--- src/rtl/mux2_arb_pkg.sv ---
// mux2_arb_pkg: shared channel and slot-state types for the 2:1 stream arbiter
package mux2_arb_pkg;
  typedef enum logic {CH_A = 1'b0, CH_B = 1'b1} chan_e;
  typedef enum logic {EMPTY = 1'b0, FULL = 1'b1} slot_state_e;
endpackage

--- src/rtl/mux2_arb_slot.sv ---
// mux2_arb_slot: one-entry output register holding payload and source select
import mux2_arb_pkg::*;
module mux2_arb_slot #(
  parameter int WIDTH = 8
) (
  input  logic             clk,
  input  logic             areset,
  input  logic             i_load,
  input  logic             i_chan,
  input  logic [WIDTH-1:0] i_data,
  input  logic             i_out_ready,
  output logic             o_can_accept,
  output logic             o_valid,
  output logic [WIDTH-1:0] o_data,
  output logic             o_sel
);
  slot_state_e      r_state;
  slot_state_e      w_next;
  logic [WIDTH-1:0] r_data;
  logic             r_sel;
  always_comb begin
    w_next = i_load ? FULL : (r_state == FULL && !i_out_ready) ? FULL : EMPTY;
  end
  always_ff @(posedge clk or posedge areset) begin
    if (areset) r_state <= EMPTY;
    else r_state <= w_next;
  end
  always_ff @(posedge clk or posedge areset) begin
    if (areset) begin
      r_data <= '0;
      r_sel  <= 1'b0;
    end else if (i_load) begin
      r_data <= i_data;
      r_sel  <= i_chan;
    end
  end
  assign o_can_accept = (r_state == EMPTY) || i_out_ready;
  assign o_valid      = (r_state == FULL);
  assign o_data       = r_data;
  assign o_sel        = r_sel;
endmodule

--- src/rtl/mux2_stream_arb.sv ---
// mux2_stream_arb: round-robin 2:1 stream arbiter feeding a one-entry output slot
import mux2_arb_pkg::*;
module mux2_stream_arb #(
  parameter int WIDTH = 8
) (
  input  logic             clk,
  input  logic             areset,
  input  logic             a_valid,
  input  logic [WIDTH-1:0] a_data,
  output logic             a_ready,
  input  logic             b_valid,
  input  logic [WIDTH-1:0] b_data,
  output logic             b_ready,
  output logic             sel,
  output logic             out_valid,
  output logic [WIDTH-1:0] out_data,
  input  logic             out_ready
);
  chan_e r_last;
  chan_e w_chan;
  logic  w_can_accept;
  logic  w_ok;
  logic  w_pick_b;
  logic  w_load;
  always_comb begin
    w_ok     = w_can_accept && !areset;
    w_pick_b = b_valid && (!a_valid || r_last == CH_A);
    a_ready  = w_ok && a_valid && !w_pick_b;
    b_ready  = w_ok && w_pick_b;
    w_load   = a_ready || b_ready;
    w_chan   = b_ready ? CH_B : CH_A;
  end
  // Starts at B so A wins the first contention after reset.
  always_ff @(posedge clk or posedge areset) begin
    if (areset) r_last <= CH_B;
    else if (w_load) r_last <= w_chan;
  end
  mux2_arb_slot #(.WIDTH(WIDTH)) u_slot (
    .clk          (clk),
    .areset       (areset),
    .i_load       (w_load),
    .i_chan       (w_chan),
    .i_data       (b_ready ? b_data : a_data),
    .i_out_ready  (out_ready),
    .o_can_accept (w_can_accept),
    .o_valid      (out_valid),
    .o_data       (out_data),
    .o_sel        (sel)
  );
endmodule

--- config.mk ---
export PLATFORM = sky130hd
export DESIGN_NAME = mux2_stream_arb
export DESIGN_NICKNAME = d
export VERILOG_FILES = /design/src/rtl/mux2_arb_pkg.sv /design/src/rtl/mux2_arb_slot.sv /design/src/rtl/mux2_stream_arb.sv
export SDC_FILE = /design/constraint.sdc
export NUM_CORES = 1
export LEC_CHECK = 0
export ABC_CLOCK_PERIOD_IN_PS = 1600
export CAP_MARGIN = 25
export CORE_AREA = 5 5 42 44
export CTS_CLUSTER_DIAMETER = 30
export DETAILED_ROUTE_END_ITERATION = 8
export DIE_AREA = 0 0 47 49
export DONT_BUFFER_PORTS = 1
export SETUP_SLACK_MARGIN = 0.1
export SKIP_CTS_REPAIR_TIMING = 1
export SYNTH_ARGS = -nofsm -noshare
export SYNTH_HDL_FRONTEND = slang
export SYNTH_HIERARCHICAL = 1
export SYNTH_SLANG_ARGS = --single-unit
--- constraint.sdc ---
create_clock -name clk -period 1.6 [get_ports clk]
set_clock_uncertainty 0.05 [all_clocks]
set_input_delay 0.16 -clock clk [delete_from_list [all_inputs] [get_ports clk]]
set_output_delay 0.16 -clock clk [all_outputs]
set_load 0.1 [all_outputs]
==> results of run 1 <==
## flip-flops by register name, indices dropped and copies added (netlist names)
register / count
r_last: 1
u_slot/o_data: 8
u_slot/o_sel: 1
u_slot/o_valid: 1
## power groups by stage
| stage | Sequential [mW] | Combinational, mW | Clock (mW) |
|---|---|---|---|
| after floorplan | 0.753 | 0.189 | 0 |
| after global placement | 0.380 | 0.688 | 0 |
| after detailed placement | 0.386 | 0.696 | 0 |
| after CTS | 0.381 | 0.698 | 0.194 |
| after global routing | 0.387 | 0.745 | 0.211 |
| final | 0.380 | 0.725 | 0.189 |
## synth_stat cells
cell	count	area [µm²]
a21o_1	1	7.510
nand3b_1	2	15.01
mux2_4	17	255.2
dfstp_2	1	26.28
nand2_1	1	3.750
a21oi_1	1	5.000
o21ai_0	1	5.000
buf_6	2	22.52
nand2b_1	2	12.51
dfrtp_1	10	250.2
inv_1	4	15.01
o211a_1	1	10.01
## cells in the final DEF (no fill, tap or decap), drive strengths merged
cell type,Yosys,layout
mux2,17,17
a21oi,1,1
nand3b,2,2
dfstp,1,1
dfrtp,10,10
nand2b,2,2
clkinvlp,0,1
dlygate4sd3,0,1
nand2,1,1
o21ai,1,1
o211a,1,1
inv,4,3
buf,2,18
clkbuf,0,5
a21o,1,1
## per-layer routing
metal  up-vias  share of wire
li1        193              -
met1       205           0.41
met2        18           0.54
met3         2          0.042
met4         0          0.013
met5         -              0
## final timing paths
kind / start / endpoint / slack (ns)
worst min-delay path: a_data[7] / u_slot/o_data[7] / 0.12
max in group asynchronous: areset / u_slot/o_valid / 0.88
worst max-delay path: u_slot/o_valid / u_slot/o_data[4] / -0.13
worst max register to register: u_slot/o_valid / u_slot/o_data[4] / -0.13
min in group asynchronous: areset / u_slot/o_valid / 0.31
worst min register to register: u_slot/o_data[0] / u_slot/o_data[0] / 0.46
## per-stage QoR
stage                     setup WS (ns)  setup TNS (ns)  cells    util  hold WS (ns)
after global routing            -0.1898          -1.607     81  0.6375        0.1094
after floorplan                 -0.4589          -2.713     43       -      -0.04980
after CTS                       -0.2051          -1.119     77  0.5821       -0.2867
after detailed placement        -0.1061         -0.7343     73  0.5634     0.0005378
after global placement         -0.07120         -0.5203     73  0.5634     -0.007130
final                           -0.1295          -1.115     81  0.6375        0.1180
## logic make-up (layout without fill, tap and decap cells)
logic type / Yosys count / in the layout
flip-flops: 11 / 11
multiplexers: 17 / 17
AND/OR/NAND/NOR: 5 / 5
buffers and inverters: 6 / 28
AO/OA/AOI/OAI: 4 / 4
## cell type report
| class | instances | area (µm²) |
|---|---|---|
| clock buffers | 4 | 26.28 |
| fillers | 111 | 508.0 |
| inverters | 4 | 18.77 |
| multi-input cells | 26 | 332.8 |
| flip-flops and latches | 11 | 280.3 |
| well taps | 16 | 20.02 |
| repair buffers | 20 | 215.2 |
## worst max-delay path, cell delays in order (launching register included)
cell and delay [ns]:
dfrtp_4 0.49, nand2b_4 0.08, nand3b_1 0.10, a21o_1 0.20, buf_6 0.15, mux2_4 0.29
mux2_4 0.26
==> impl_results.md, run 1 <==
* Gr usage total at 0.1275
* Int Pwr at 0.6596 mW
* Clock group share of total power at 0.146
* Pwr Total at 1.294 mW
* H-Tree Depth at 1
* Setup slack after layout at -0.1295 ns
* Outcome: finished, violations left
* Final setup viols at 10
* Largest net degree at the start of global routing at 11
* Post-Synth XOR/XNOR Area at 0
* Maximum clock path buffer count at 2
* Post-route cell area at 893.4 µm²
* Slew @ Worst Pin at 0.3969 ns
* Post-synthesis sequential area ratio at 0.4402
* ANT cells at 0
* Mux contribution to synthesized area at 0.4064
* Met2 usage at 0.2036
* IO buf count at 0
* Drt wl/cell at 18.19 µm
* Antenna violations before repair at 0
* Warnings from Yosys at 6
* R2R depth at 6
* Min Tclk post-route at 1.730 ns
* DR DRC count at 0
* Gpl congestion at 0.6958
* RSZ-0062 raised after global routing: true
* GRT busiest layer: met2
* Post-layout nets at 87
* Synth Area in Compound Gates at 0.04382
* Post-DP HPWL at 1089 µm
* Post-Synth Simple-Gate Area at 0.04980
* Peak supply drop at 0.0007269 V
* GR Layer Usage met1 at 0.1481
* Syn_area_per_cell at 14.61 µm²
* PD cells at 1449 nW/µm²
* Worst min-delay path category: input port to flop
* Fmax at 578.2 MHz
* Synth Area in Adders at 0
* Cells after Synth at 43
* Final wirelength at 1473 µm
* DR iter-0 viols at 0
* Critical path fanouts, max at 6
* Sw Ratio at 0.4904
* Worst-Skew Late Latency at 0.26 ns
* P_sw at 0.6348 mW
* Layout cells sized above 1 at 0.6923
* CP endpoint kind: flop
* Die width at 47 µm
* Final period utilization at 1.081
* DR pass1 iterations at 1
* Cell area after synthesis at 628.1 µm²
* Distinct cells, synth at 12
* Max-slew violations at 0
* Worst EP arrival at 1.83 ns
* Row cnt at 14
* Setup CP Type: flop to flop
* Initial Util at 0.4482
* Total grt overflow at 0
* Comb pwr share at 0.560
* Hold Path Cell Cnt at 2
* Met3 global-route usage at 0.02583
* CTS clock-pin slew for the worst setup and hold paths at 0.07 ns
* Largest family of logic cells by synthesized area: multiplexers
* Global-route wire length before repair at 2145 µm
* Io pins at 33
* Vias per cell at 5.160
* Vias in the first global route at 499
* Placed cell area at 789.5 µm²
* Sequential share of power at 0.293
* Root Driver: clkbuf_4
* Leak at 0.4461 nW
* CTS tree: built
* Failing checks: negative setup slack
* Die area at 2303 µm²
* Die height at 49 µm
* Synth Register Bits at 11
* Worst Setup Start Kind: flop
* Worst relative slew slack at 0.7351
* Core ar. at 1401 µm²
* Required @ worst endpoint at 1.70 ns
* TritonCTS Sinks at 11
* CTS buffer count at 3
* Synthesis-to-layout area growth at 42.23%
* Syn nets at 64
* Routed Antenna Nets at 0
* Max-Cap Viols at 0
* Via count at 418
* Final Hold Vio Count at 0
Power figures use the tool's default switching activity.
==> inputs of run 2 (changes only) <==
--- a/config.mk
+++ b/config.mk
@@ -7,10 +7,10 @@
 export LEC_CHECK = 0
 export ABC_CLOCK_PERIOD_IN_PS = 1600
 export CAP_MARGIN = 25
-export CORE_AREA = 5 5 42 44
+export CORE_AREA = 2 2 39 41
 export CTS_CLUSTER_DIAMETER = 30
 export DETAILED_ROUTE_END_ITERATION = 8
-export DIE_AREA = 0 0 47 49
+export DIE_AREA = 0 0 41 43
 export DONT_BUFFER_PORTS = 1
 export SETUP_SLACK_MARGIN = 0.1
 export SKIP_CTS_REPAIR_TIMING = 1
==> impl_results.md, run 2 (synthesized netlist as in run 1, its figures left out) <==
* Outcome: finished, violations left
* Failing checks: negative setup slack
* Slew @ Worst Pin at 0.3927 ns (-0.004194 ns)
* Met3 WL at 85 µm (+37%)
* Worst EP arrival at 1.56 ns (-0.27 ns)
* Max-Cap Viols at 0 (unchanged)
* Sw Ratio at 0.4861 (-0.004335)
* Final core utilization at 0.6519 (+0.01440)
* Clock group share of total power at 0.144 (-0.002)
* Most used cell along the critical path: buf_12
* Max-slew violations at 0 (unchanged)
* Global-route wire length before repair at 1835 µm (-14%)
* P_sw at 0.6290 mW (-0.91%)
* Setup CP Type: flop to output pin
* Gr usage total at 0.1593 (+0.03185)
* Met2 WL at 774 µm (-2.3%)
* Layout cells sized above 1 at 0.6923 (unchanged)
* Vias per cell at 5.025 (-2.6%)
* Worst-Skew Late Latency at 0.26 ns (about the same)
* Crit-path max cell delay at 0.49 ns (about the same)
* Critical path fanouts, max at 9 (+3)
* PD cells at 1434 nW/µm² (-1.0%)
* Antenna violations before repair at 0 (unchanged)
* RSZ-0062 raised after global routing: true
* Placed cell area at 794.5 µm² (+0.63%)
* DR DRC count at 0 (unchanged)
* CP Launch Point: u_slot/o_valid
* Row cnt at 14 (unchanged)
* Via count at 407 (-2.6%)
* Hold_sp: b_valid
* Min Tclk post-route at 1.767 ns (+0.03736 ns)
* CTS clock-pin slew for the worst setup and hold paths at 0.07 ns (about the same)
* Largest register FFs at 8 (unchanged)
* Comb pwr share at 0.561 (about the same)
* DR pass1 iterations at 3 (+2)
* Post-route cell area at 902.1 µm² (+0.98%)
* Required @ worst endpoint at 1.39 ns (-0.31 ns)
* Final Hold Vio Count at 0 (unchanged)
* Post-Place Worst Slack at -0.1307 ns (-0.02459 ns)
* CTS tree: built
* Drt wl/cell at 16.06 µm (-12%)
* TritonCTS Sinks at 11 (unchanged)
* Maximum clock path buffer count at 2 (unchanged)
* Post-layout nets at 87 (unchanged)
* CP cell instances: nand2b_4 > nand3b_1 > a21o_1 > buf_12 > clkinvlp_4 > buf_12
* Die area at 1763 µm² (-23%)
* Commonest non-fill, non-tap cells in the layout: mux2_4 (17), buf_4 (13), dfrtp_1 (9)
* DR top layer: met3
* RR Startpoint: u_slot/o_valid
* Final wirelength at 1301 µm (-12%)
* Placed Cells at 72 (-1.4%)
* Core ar. at 1384 µm² (-1.2%)
* Worst min-delay path category: input port to flop
* Setup slack after layout at -0.1669 ns (-0.03736 ns)
* Int Pwr at 0.6650 mW (+0.83%)
* Layout Cells excl Fill at 81 (unchanged)
* Final period utilization at 1.104 (+0.02335)
* Sequential share of power at 0.295 (+0.002)
* ANT cells at 0 (unchanged)
* Synthesis-to-layout area growth at 43.63%
* IO buf count at 0 (unchanged)
* Leak at 0.4505 nW (+0.98%)
* Final setup viols at 10 (unchanged)
* Vias in the first global route at 435 (-13%)
* H-Tree Depth at 1 (unchanged)
* Post-DP HPWL at 987.4 µm (-9.3%)
* Die width at 41 µm (-13%)
* Worst path slowest cell: dfrtp_4
* Root Driver: clkbuf_4
* Fmax at 566.0 MHz (-2.1%)
* Io pins at 33 (unchanged)
* Total grt overflow at 0 (unchanged)
* Peak supply drop at 0.0007214 V (-0.76%)
* Most common cell after layout, fill and taps aside: mux2_4
* Initial Util at 0.4539 (+0.005674)
* Worst Setup Start Kind: flop
* DR iter-0 viols at 3 (+3)
* Gpl congestion at 0.6116 (-12%)
* Routed Antenna Nets at 0 (unchanged)
* CTS buffer count at 3 (unchanged)
* M1 WL at 441 µm (-26%)
* Worst relative slew slack at 0.7379 (+0.002799)
* Largest net degree at the start of global routing at 11 (unchanged)
* Die height at 43 µm (-12%)
* CP endpoint kind: output pin
## run 2: layout make-up
| type | instances | area (µm²) |
|---|---|---|
| Timing Repair Buffer | 20 | 224.0 |
| Tap cell | 16 | 20.02 |
| Sequential cell | 11 | 280.3 |
| Fill cell | 99 | 481.7 |
| Inverter | 4 | 18.77 |
| Clock buffer | 4 | 26.28 |
| Multi-Input combinational cell | 26 | 332.8 |
## run 2: final timing paths
| kind | endpoint | slack, ns | depth (start not counted) |
|---|---|---|---|
| hold / removal | r_last | 0.04 | 2 |
| hold reg to reg | r_last | 0.46 | 2 |
| setup / recovery | b_ready | -0.17 | 6 |
| setup reg to reg | u_slot/o_data[6] | -0.14 | 6 |
| min in group asynchronous | u_slot/o_data[0] | 0.29 | 2 |
| max in group asynchronous | u_slot/o_valid | 0.90 | 2 |
## run 2: power groups by stage
stage | logic (mW) | clock network [mW] | registers [mW]
final | 0.725 | 0.187 | 0.382
after global routing | 0.744 | 0.210 | 0.390
after CTS | 0.697 | 0.198 | 0.383
after detailed placement | 0.695 | 0 | 0.386
after global placement | 0.688 | 0 | 0.381
after floorplan | 0.189 | 0 | 0.753
## run 2: worst max-delay path, delay by kind of cell (launching register included)
family	cells	cell delay (ns)
flops	1	0.49
buf+inv	3	0.41
compound gates	1	0.20
simple gates	2	0.17
## run 2: through the flow
step | total power, mW | setup TNS (ns) | hold slack (ns)
6_report | 1.294 | -1.359 | 0.03969
5_1_grt | 1.344 | -1.766 | 0.04105
4_1_cts | 1.278 | -1.401 | -0.2886
3_5_place_dp | 1.081 | -1.005 | 0.005343
3_3_place_gp | 1.069 | -0.5189 | -0.01163
2_1_floorplan | 0.9429 | -2.713 | -0.04980
## run 2: metal layers
layer	global-route usage	vias up
li1	-	192
met1	0.1565	196
met2	0.2875	19
met3	0.03141	0
met4	0.08000	0
met5	0	-
